## src/rtl/mem_bus_arbiter.sv

```systemverilog
// Burst arbiter sharing one memory port between an I-side read refiller and a D-side read/write client.
// One burst in flight at a time, round-robin on simultaneous requests, one IDLE cycle between bursts.
`timescale 1ns/1ps
module mem_bus_arbiter #(
   parameter int unsigned ADDR_WIDTH      = 32,
   parameter int unsigned DATA_WIDTH      = 32,
   parameter int unsigned READ_BURST_LEN  = 8,
   parameter int unsigned WRITE_BURST_LEN = 8
) (
   input  logic                  sys_clk,
   input  logic                  sys_rst_n,
   input  logic                  i_req,
   input  logic [ADDR_WIDTH-1:0] i_addr,
   output logic                  i_gnt,
   output logic                  i_rvalid,
   output logic [DATA_WIDTH-1:0] i_rdata,
   output logic                  i_done,
   input  logic                  d_req,
   input  logic                  d_we,
   input  logic [ADDR_WIDTH-1:0] d_addr,
   input  logic [DATA_WIDTH-1:0] d_wdata,
   output logic                  d_gnt,
   output logic                  d_rvalid,
   output logic [DATA_WIDTH-1:0] d_rdata,
   output logic                  d_wready,
   output logic                  d_done,
   output logic                  mem_req,
   output logic                  mem_we,
   output logic [ADDR_WIDTH-1:0] mem_addr,
   input  logic                  mem_ack,
   input  logic                  mem_rvalid,
   input  logic [DATA_WIDTH-1:0] mem_rdata,
   output logic                  mem_wvalid,
   output logic [DATA_WIDTH-1:0] mem_wdata,
   output logic                  mem_wlast,
   input  logic                  mem_wready
);
   localparam int unsigned MAX_LEN = (READ_BURST_LEN > WRITE_BURST_LEN) ? READ_BURST_LEN : WRITE_BURST_LEN;
   localparam int unsigned CNT_W   = (MAX_LEN > 1) ? $clog2(MAX_LEN) : 1;
   localparam logic [CNT_W-1:0] RD_LAST = CNT_W'(READ_BURST_LEN - 1);
   localparam logic [CNT_W-1:0] WR_LAST = CNT_W'(WRITE_BURST_LEN - 1);

   typedef enum logic [1:0] {IDLE, CMD, RD, WR} state_e;
   typedef enum logic {OWN_I = 1'b0, OWN_D = 1'b1} owner_e;

   state_e                state_q, state_d;
   owner_e                owner_q, owner_d;
   owner_e                last_owner_q, last_owner_d;
   logic [CNT_W-1:0]      cnt_q, cnt_d;
   logic [ADDR_WIDTH-1:0] addr_q, addr_d;
   logic                  we_q, we_d;
   logic                  burst_end;

   // Reset favours I on the first tie by pretending D was served last
   always_ff @(posedge sys_clk or negedge sys_rst_n) begin
      if (!sys_rst_n) begin
         state_q      <= IDLE;
         owner_q      <= OWN_I;
         last_owner_q <= OWN_D;
         cnt_q        <= '0;
         addr_q       <= '0;
         we_q         <= 1'b0;
      end else begin
         state_q      <= state_d;
         owner_q      <= owner_d;
         last_owner_q <= last_owner_d;
         cnt_q        <= cnt_d;
         addr_q       <= addr_d;
         we_q         <= we_d;
      end
   end

   always_comb begin
      state_d      = state_q;
      owner_d      = owner_q;
      last_owner_d = last_owner_q;
      cnt_d        = cnt_q;
      addr_d       = addr_q;
      we_d         = we_q;
      burst_end    = 1'b0;
      i_gnt        = 1'b0;
      i_rvalid     = 1'b0;
      i_rdata      = '0;
      i_done       = 1'b0;
      d_gnt        = 1'b0;
      d_rvalid     = 1'b0;
      d_rdata      = '0;
      d_wready     = 1'b0;
      d_done       = 1'b0;
      mem_req      = 1'b0;
      mem_we       = 1'b0;
      mem_addr     = '0;
      mem_wvalid   = 1'b0;
      mem_wdata    = '0;
      mem_wlast    = 1'b0;

      case (state_q)
         IDLE: begin
            if (i_req || d_req) begin
               state_d = CMD;
               if (i_req && (!d_req || last_owner_q == OWN_D)) begin
                  owner_d = OWN_I;
                  addr_d  = i_addr;
                  we_d    = 1'b0;
               end else begin
                  owner_d = OWN_D;
                  addr_d  = d_addr;
                  we_d    = d_we;
               end
            end
         end
         CMD: begin
            mem_req  = 1'b1;
            mem_we   = we_q;
            mem_addr = addr_q;
            if (mem_ack) begin
               state_d = we_q ? WR : RD;
               cnt_d   = '0;
            end
         end
         RD: begin
            if (owner_q == OWN_I) begin
               i_rvalid = mem_rvalid;
               i_rdata  = mem_rdata;
            end else begin
               d_rvalid = mem_rvalid;
               d_rdata  = mem_rdata;
            end
            if (mem_rvalid) begin
               if (cnt_q == RD_LAST) burst_end = 1'b1;
               else                  cnt_d     = cnt_q + CNT_W'(1);
            end
         end
         WR: begin
            mem_wvalid = 1'b1;
            mem_wdata  = d_wdata;
            d_wready   = mem_wready;
            mem_wlast  = (cnt_q == WR_LAST);
            if (mem_wready) begin
               if (cnt_q == WR_LAST) burst_end = 1'b1;
               else                  cnt_d     = cnt_q + CNT_W'(1);
            end
         end
         default: state_d = IDLE;
      endcase

      if (state_q != IDLE) begin
         i_gnt = (owner_q == OWN_I);
         d_gnt = (owner_q == OWN_D);
      end

      // Final handshake: pulse done in the same cycle and hand the tie-break to the other side
      if (burst_end) begin
         state_d      = IDLE;
         last_owner_d = owner_q;
         cnt_d        = '0;
         i_done       = (owner_q == OWN_I);
         d_done       = (owner_q == OWN_D);
      end
   end
endmodule

```

## config.mk

```make
export PLATFORM = sky130hd
export DESIGN_NAME = mem_bus_arbiter
export DESIGN_NICKNAME = d
export VERILOG_FILES = /design/src/rtl/mem_bus_arbiter.sv
export SDC_FILE = /design/constraint.sdc
export NUM_CORES = 1
export LEC_CHECK = 0
export ABC_AREA = 1
export BUFFER_PORTS_ARGS = -buffer_cell sky130_fd_sc_hd__buf_2
export CORE_AREA = 2 2 107 109
export DETAILED_ROUTE_END_ITERATION = 10
export DIE_AREA = 0 0 109 111
export SYNTH_ARGS = -nofsm -noshare
export SYNTH_HDL_FRONTEND = slang
export SYNTH_SLANG_ARGS = --single-unit
```

## constraint.sdc

```tcl
create_clock -name sys_clk -period 3.35 [get_ports sys_clk]
set_input_delay 0.5025 -clock sys_clk [delete_from_list [all_inputs] [get_ports sys_clk]]
set_output_delay 0.5025 -clock sys_clk [all_outputs]
set_load 0.05 [all_outputs]
```

==> results.sh, run 1 <==
export IMPL_syn_to_final_growth_pct=51.43
export IMPL_r2r_end="addr_q[9]"
export IMPL_setup_viol=0
export IMPL_drt_initial_drc_count=239
export IMPL_run_status="completed"
export IMPL_grt_usage_pct=18.35
export IMPL_rsz0062_at_grt="no"
export IMPL_gp_congestion=0.8343
export IMPL_hold_viol=0
export IMPL_path_class="flop to primary output"
export IMPL_powerDensity_nw_per_um2=971.9
export IMPL_finalPower_uw=4504
export IMPL_first_global_vias=3437
export IMPL_start_util_pct=27.63
export IMPL_io_buffers=274
export IMPL_drtPass1Iterations=4
export IMPL_ir_worst_vdd_mv=0.5433
export IMPL_place_hpwl_um=9355
export IMPL_yosys_warnings=0
export IMPL_fmax_ghz=0.3961
export IMPL_antenna_found_initial=2
export IMPL_ys_seq_area_share_pct=32.75
export IMPL_dieWidth_um=109
export IMPL_cts_resized=0
export IMPL_routed_wl_um=11610
export IMPL_boundaryPins=275
export IMPL_die_area_um2=12100
export IMPL_timing_final_crit_share_pct=75.36
export IMPL_r2r_cells=7
export IMPL_cp_required_ps=2850
export IMPL_hold_buffers=0
export IMPL_worstReg2RegStart="last_owner_q"
export IMPL_finalNetCount=922
export IMPL_vias=3919
export IMPL_critPathArrivalTime_ps=2020
export IMPL_end_kind="primary output"
export IMPL_worst_pin_slew_ps=944.6
export IMPL_drcViolationCount=0
export IMPL_drv_cap=0
export IMPL_r2r_slack_ps=1230
export IMPL_synthCells=528
export IMPL_avgRoutedWirePerCell_um=12.51
export IMPL_syn_nets=666
export IMPL_cts_reportedPaths_clkPinSlew_ps=60
export IMPL_cts_buffers=5
export IMPL_relSlewSlack_pct=37.03
export IMPL_clockBufferDepth=2
export IMPL_rows=39
export IMPL_avgSynthCellArea_um2=5.796
export IMPL_clock_root_buffer="clkbuf_16"
export IMPL_cts_tree="built"
export IMPL_overflow=0
export IMPL_post_route_min_period_ps=2525
export IMPL_yosysUniqueCellTypes=22
export IMPL_die_height_um=111
export IMPL_cts_sinks=40
export IMPL_clk_insertion_delay_late_ps=280
export IMPL_netlist_area_um2=3060
export IMPL_grt_max_degree=41
export IMPL_critPathLaunchType="flop"
export IMPL_fin_skew_ps=3.489
export IMPL_ctsHtreeMaxLevel=2
export IMPL_grt_pass1_wl_um=17500
export IMPL_via_per_inst=4.223
export IMPL_min_path_type="input pin to async pin"
export IMPL_post_cts_buffers=0
export IMPL_tns_ps=0
export IMPL_drv_slew=0
export IMPL_critical_path_endpoint="d_done"
export IMPL_p_leak_uw=0.003141
export IMPL_yosys_register_bits=40
export IMPL_ant_nets=0
export IMPL_setup_worst_path_start="state_q[1]"
export IMPL_core_area_um2=11080
export IMPL_drive_gt1_share_pct=38.01
export IMPL_crit_path_max_fanout=13
critical path, stage by stage (launching register included):
cell and delay, ps:
dfrtp_1 680, nand2_2 260, nand2_1 150, nand4_2 190, nor2_1 150, buf_2 300
kinds of logic after synthesis:
group	count (synthesis)	share of synthesized area [%]
fa+ha+maj	2	0.8175
flops	40	32.75
compound gates	39	6.378
buf+inv	142	19.38
simple gates	305	40.68
final cells by class:
cell class	count	area (um^2)
inverter	111	416.7
clock buffer	7	152.6
multi-input combinational	346	1465
tap	143	178.9
sequential	40	1002
antenna	1	2.502
timing repair buffer	280	1416
fill	1257	6442
worst min-delay path by stage:
stage / cells after the start / end / startpoint / slack [ps]
floorplan: 0 / addr_q[0] / sys_rst_n / 210
global placement: 2 / last_owner_q / last_owner_q / 470
detailed placement: 2 / last_owner_q / last_owner_q / 470
CTS: 1 / addr_q[26] / sys_rst_n / 420
global route: 1 / addr_q[28] / sys_rst_n / 450
finish: 1 / addr_q[29] / sys_rst_n / 380
per-stage QoR:
stage	cells	hold slack (ps)	instance area, um^2	worst slack, ps	utilization (%)
after global placement	920	468.1	4479	1087	40.44
final	928	377.8	4634	825.4	41.84
after floorplan	528	206.9	3060	983.4	-
after detailed placement	920	472.0	4479	1080	40.44
after global routing	928	447.7	4634	628.8	41.84
after CTS	927	424.5	4632	773.6	41.82
flip-flops by register name (all words and copies together), names as in the netlist:
signal and cells:
addr_q 32, cnt_q 3, last_owner_q 1, owner_q 1, state_q 2, we_q 1
per-layer routing:
| layer | wire, um | GRT usage, % |
|---|---|---|
| met1 | 4942 | 22.59 |
| met3 | 860 | 3.351 |
| met4 | 111 | 3.162 |
| met2 | 5691 | 33.17 |
| met5 | 0 | 0 |
placed cells by master (no fill, tap or decap), drive strengths merged:
master | Yosys | routed
inv | 111 | 111
a21oi | 2 | 2
clkbuf | 2 | 7
nand3 | 38 | 38
ha | 2 | 2
o21ai | 37 | 37
buf | 29 | 280
dfrtp | 39 | 39
nand4 | 1 | 1
diode | 0 | 1
nand3b | 1 | 1
nor3 | 1 | 1
dfstp | 1 | 1
nand2 | 122 | 122
nor2 | 142 | 142
Yosys cell counts:
cell	count	area [um^2]
nor2_1	140	525.5
nand2_1	119	446.7
inv_1	109	409.1
dfrtp_1	39	975.9
nand3_1	37	185.2
o21ai_0	20	100.1
buf_2	18	90.09
o21ai_1	17	85.08
buf_1	5	18.77
buf_6	4	45.04
nand2_2	3	18.77
a21oi_1	2	10.01
buf_4	2	15.01
clkbuf_1	2	7.510
ha_1	2	25.02
inv_2	2	7.510
nor2_4	2	22.52
dfstp_2	1	26.28
nand3_2	1	10.01
nand3b_1	1	7.510
nand4_2	1	12.51
nor3_4	1	16.27
power breakdown:
group	leakage [uW]	switching, uW	internal (uW)	total [uW]
logic	0.00257	2520	671	3190
registers	0.000494	109	707	816
clock network	0.0000760	181	312	493
(Power assumes the default switching activity.)
==> inputs of run 2 (changes only) <==
CORE_AREA = 2 2 106 108   (was 2 2 107 109)
DIE_AREA = 0 0 108 110   (was 0 0 109 111)
PLACE_DENSITY = 0.67   (was default)
clock period = 2.3 ns   (was 3.35 ns; I/O delays follow)
==> results.sh, run 2 (synthesized netlist as in run 1, its figures left out) <==
export IMPL_pwr_share_clk_pct=6.7
export IMPL_reg_top3="addr_q (32), cnt_q (3), state_q (2)"
export IMPL_met3_length_um=993
export IMPL_setup_viol=0
export IMPL_path_class="flop to primary output"
export IMPL_dieWidth_um=108
export IMPL_met1Wirelength_um=4640
export IMPL_routed_wl_um=12300
export IMPL_drv_slew=0
export IMPL_r2r_slack_ps=760
export IMPL_tns_ps=0
export IMPL_final_common_cell="buf_2"
export IMPL_avgRoutedWirePerCell_um=13.22
export IMPL_antenna_found_initial=0
export IMPL_cts_reportedPaths_clkPinSlew_ps=80
export IMPL_run_status="completed"
export IMPL_fin_skew_ps=5.766
export IMPL_timing_final_crit_share_pct=91.10
export IMPL_critPathArrivalTime_ps=1750
export IMPL_finalNetCount=927
export IMPL_hold_viol=0
export IMPL_first_global_vias=3569
export IMPL_grt_max_degree=41
export IMPL_critPathLaunchType="flop"
export IMPL_largest_register_ffs=32
export IMPL_multiInputGateArea_um2=1465
export IMPL_drive_gt1_share_pct=38.40
export IMPL_end_kind="primary output"
export IMPL_utilization_pct=44.25
export IMPL_fill_cells=1218
export IMPL_post_route_cell_area_um2=4733
export IMPL_die_area_um2=11880
export IMPL_wl_met2_um=6463
export IMPL_cts_sinks=40
export IMPL_cp_required_ps=1960
export IMPL_crit_path_max_fanout=33
export IMPL_ctsHtreeMaxLevel=2
export IMPL_highest_layer="met4"
export IMPL_clock_root_buffer="clkbuf_8"
export IMPL_rows=38
export IMPL_start_util_pct=28.61
export IMPL_p_leak_uw=0.003156
export IMPL_p_switching_uw=4144
export IMPL_p_int_uw=2363
export IMPL_syn_to_final_growth_pct=54.66
export IMPL_powerDensity_nw_per_um2=1375
export IMPL_ir_worst_vdd_mv=0.8047
export IMPL_drv_cap=0
export IMPL_post_cts_buffers=0
export IMPL_regMostFlops="addr_q"
export IMPL_relSlewSlack_pct=57.06
export IMPL_combPwrFrac_pct=75.1
export IMPL_pwr_share_seq_pct=18.1
export IMPL_worst_pin_slew_ps=641.9
export IMPL_ant_nets=0
export IMPL_clk_insertion_delay_late_ps=280
export IMPL_place_hpwl_um=10240
export IMPL_drt_initial_drc_count=216
export IMPL_drtPass1Iterations=6
export IMPL_die_height_um=110
export IMPL_cts_tree="built"
export IMPL_register_area_um2=1005
export IMPL_switching_share_pct=63.68
export IMPL_clockBufferDepth=2
export IMPL_finalPower_uw=6508
export IMPL_grt_usage_pct=19.47
export IMPL_gp_congestion=0.8216
export IMPL_post_route_min_period_ps=2095
export IMPL_core_area_um2=10700
export IMPL_cts_buffers=5
export IMPL_dpl_cell_area_um2=4641
export IMPL_drcViolationCount=0
export IMPL_io_buffers=274
export IMPL_fmax_ghz=0.4773
export IMPL_vias=3934
export IMPL_rsz0062_at_grt="no"
export IMPL_boundaryPins=275
export IMPL_via_per_inst=4.230
export IMPL_min_path_type="input pin to flop"
export IMPL_grt_pass1_wl_um=17930
export IMPL_overflow=0
export IMPL_final_cell_mix="buf_2 (265), nor2_1 (140), nand2_1 (119), inv_1 (109)"
## run 2: repair_timing
action | in CTS | in global routing
resized for setup | 0 | 2
hold buffers | 1 | 0
endpoints found under the setup margin | 0 | 4
endpoints found under the hold margin | 12 | 0
## run 2: worst paths after layout
| check | cells past startpoint | to | start |
|---|---|---|---|
| worst max register to register | 7 | addr_q[31] | last_owner_q |
| worst min register to register | 2 | last_owner_q | last_owner_q |
| min in group asynchronous | 2 | addr_q[27] | sys_rst_n |
| worst min-delay path | 3 | we_q | d_we |
| worst max-delay path | 7 | i_rdata[10] | state_q[0] |
| max in group asynchronous | 3 | last_owner_q | sys_rst_n |
## run 2: worst max-delay path, stage by stage, from the launching register on
cell     delay (ps)
dfrtp_2         490
inv_2           100
nand2_1          70
inv_1            90
nand2_1          50
buf_4           230
nor2_1          250
buf_12          180
## run 2: layout make-up
type / count / area share (%)
timing repair buffer: 285 / 33.62
multi-input combinational: 346 / 30.95
sequential: 40 / 21.23
inverter: 111 / 8.803
tap: 140 / 3.701
clock buffer: 6 / 1.533
clock inverter: 1 / 0.1057
antenna: 1 / 0.05287
## run 2: per-stage QoR
stage                     hold slack [ps]  std cells  setup WS (ps)
after CTS                           292.6        929          47.95
after global placement              245.3        921          421.5
final                               299.4        930          204.7
after floorplan                     49.41        528          90.89
after global routing                321.7        929          82.24
after detailed placement            248.2        921          379.7
## run 2: layer usage
layer | GRT usage (%) | up-vias
met5 | 0 | -
met4 | 5.861 | 0
met3 | 4.586 | 13
met2 | 37.42 | 163
met1 | 21.13 | 1707
li1 | - | 2051
## run 2: power groups by stage
stage,sequential [uW],clock (uW),combinational (uW)
2_1_floorplan,1130,0,3770
3_3_place_gp,1180,0,4910
3_5_place_dp,1200,0,4930
4_1_cts,1180,458,4940
5_1_grt,1230,483,5250
6_report,1180,439,4890
==> inputs of run 3 (changes only) <==
CORE_AREA = default   (was 2 2 106 108)
CORE_ASPECT_RATIO = 0.6   (was default)
CORE_MARGIN = 5   (was default)
CORE_UTILIZATION = 38   (was default)
DIE_AREA = default   (was 0 0 108 110)
PLACE_DENSITY = 0.81   (was 0.67)
clock period = 2.35 ns   (was 2.3 ns; I/O delays follow)
==> results.sh, run 3 (synthesized netlist as in run 1, its figures left out) <==
export IMPL_drv_slew=0
export IMPL_cts_buffers=5
export IMPL_gp_congestion=0.8960
export IMPL_routed_wl_um=11480
export IMPL_dpl_cell_area_um2=4463
export IMPL_via_per_inst=4.352
export IMPL_first_global_vias=3761
export IMPL_rsz0062_at_grt="no"
export IMPL_path_class="flop to primary output"
export IMPL_antenna_found_initial=0
export IMPL_avgRoutedWirePerCell_um=12.83
export IMPL_grt_max_degree=59
export IMPL_cts_reportedPaths_clkPinSlew_ps=60
export IMPL_clockBufferDepth=2
export IMPL_cp_required_ps=2000
export IMPL_largest_register_ffs=32
export IMPL_grt_pass1_wl_um=18310
export IMPL_die_area_um2=10010
export IMPL_cts_tree="built"
export IMPL_drtPass1Iterations=5
export IMPL_hold_buffers=0
export IMPL_p_leak_uw=0.003153
export IMPL_drv_cap=0
export IMPL_fill_cells=768
export IMPL_grt_usage_pct=21.85
export IMPL_final_cell_mix="buf_2 (268), nor2_1 (140), nand2_1 (118), inv_1 (109), dfrtp_1 (38)"
export IMPL_clk_insertion_delay_late_ps=270
export IMPL_post_cts_buffers=0
export IMPL_hold_viol=0
export IMPL_fmax_ghz=0.4599
export IMPL_crit_path_max_fanout=24
export IMPL_rows=25
export IMPL_core_area_um2=7851
export IMPL_ir_worst_vdd_mv=0.9964
export IMPL_critPathLaunchType="flop"
export IMPL_boundaryPins=275
export IMPL_ctsHtreeMaxLevel=2
export IMPL_cts_sinks=40
export IMPL_tns_ps=0
export IMPL_drt_initial_drc_count=315
export IMPL_start_util_pct=38.98
export IMPL_pre_cts_ws_ps=341.4
export IMPL_drive_gt1_share_pct=38.50
export IMPL_post_route_min_period_ps=2174
export IMPL_final_common_cell="buf_2"
export IMPL_run_status="completed"
export IMPL_fin_skew_ps=4.383
export IMPL_powerDensity_nw_per_um2=1414
export IMPL_min_path_type="input pin to async pin"
export IMPL_die_height_um=79.52
export IMPL_setup_viol=0
export IMPL_dieWidth_um=125.9
export IMPL_end_kind="primary output"
export IMPL_reg_top3="addr_q (32), cnt_q (3), state_q (2)"
export IMPL_io_buffers=274
export IMPL_regMostFlops="addr_q"
export IMPL_finalNetCount=924
export IMPL_vias=3895
export IMPL_worst_pin_slew_ps=632.9
export IMPL_relSlewSlack_pct=57.66
export IMPL_clock_root_buffer="clkbuf_16"
export IMPL_critPathArrivalTime_ps=1820
export IMPL_cts_resized=0
export IMPL_post_route_cell_area_um2=4649
export IMPL_overflow=0
export IMPL_syn_to_final_growth_pct=51.92
export IMPL_antenna_cells=0
export IMPL_place_hpwl_um=9285
export IMPL_timing_final_crit_share_pct=92.53
export IMPL_ant_nets=0
export IMPL_drcViolationCount=0
export IMPL_fin_ws_ps=175.6
## run 3: cell count changes in the layout (fill, tap and decap cells not counted), moves of 3 or more
| cell | change |
|---|---|
| buf_12 | -8 |
| buf_2 | +3 |
| buf_4 | -3 |
| clkbuf_16 | +5 |
| clkbuf_4 | +6 |
| clkbuf_8 | -5 |
## run 3: final timing paths
kind | to | depth (start not counted) | start | slack (ps)
max | i_rdata[31] | 7 | state_q[0] | 180
min | addr_q[17] | 2 | sys_rst_n | 130
max reg2reg | we_q | 5 | state_q[1] | 750
min reg2reg | last_owner_q | 2 | last_owner_q | 470
max in group asynchronous | state_q[0] | 2 | sys_rst_n | 1830
min in group sys_clk | we_q | 3 | d_we | 320
## run 3: per-layer routing
layer / vias to the layer above / share of wire [%] / global-route usage (%)
li1: 2047 / - / -
met1: 1689 / 44 / 29.14
met2: 151 / 48 / 36.89
met3: 8 / 7.7 / 5.481
met4: 0 / 0.71 / 3.212
met5: - / 0 / 0
## run 3: power breakdown
part	internal, uW	leakage, uW	switching, uW
Clock	498	0.0000798	261
Combinational	994	0.00258	3690
Sequential	1010	0.000493	119
Total	2500	0.00315	4070
## run 3: worst max-delay path: stages (launching register included)
cell and delay (ps):
dfrtp_2 480, inv_2 100, nand2_1 70, inv_1 100, nand2_2 140, buf_4 250, nor2_1 130, buf_2 280
## run 3: metrics by stage
stage	hold WS (ps)	total power [uW]	util (%)	instances
floorplan	56.91	4788	-	528
global placement	439.6	5789	56.84	887
detailed placement	447.3	5814	56.84	887
CTS	152.7	6593	58.98	895
global route	188.2	7016	59.22	895
finish	129.5	6575	59.22	895
## run 3: cell type report
cell class | instances | area (um^2) | share of cell area (%)
clock buffer | 5 | 125.1 | 2.691
sequential | 40 | 1003 | 21.58
inverter | 111 | 416.7 | 8.961
timing repair buffer | 282 | 1459 | 31.38
tap | 108 | 135.1 | 2.906
clock inverter | 3 | 42.54 | 0.9150
multi-input combinational | 346 | 1468 | 31.57
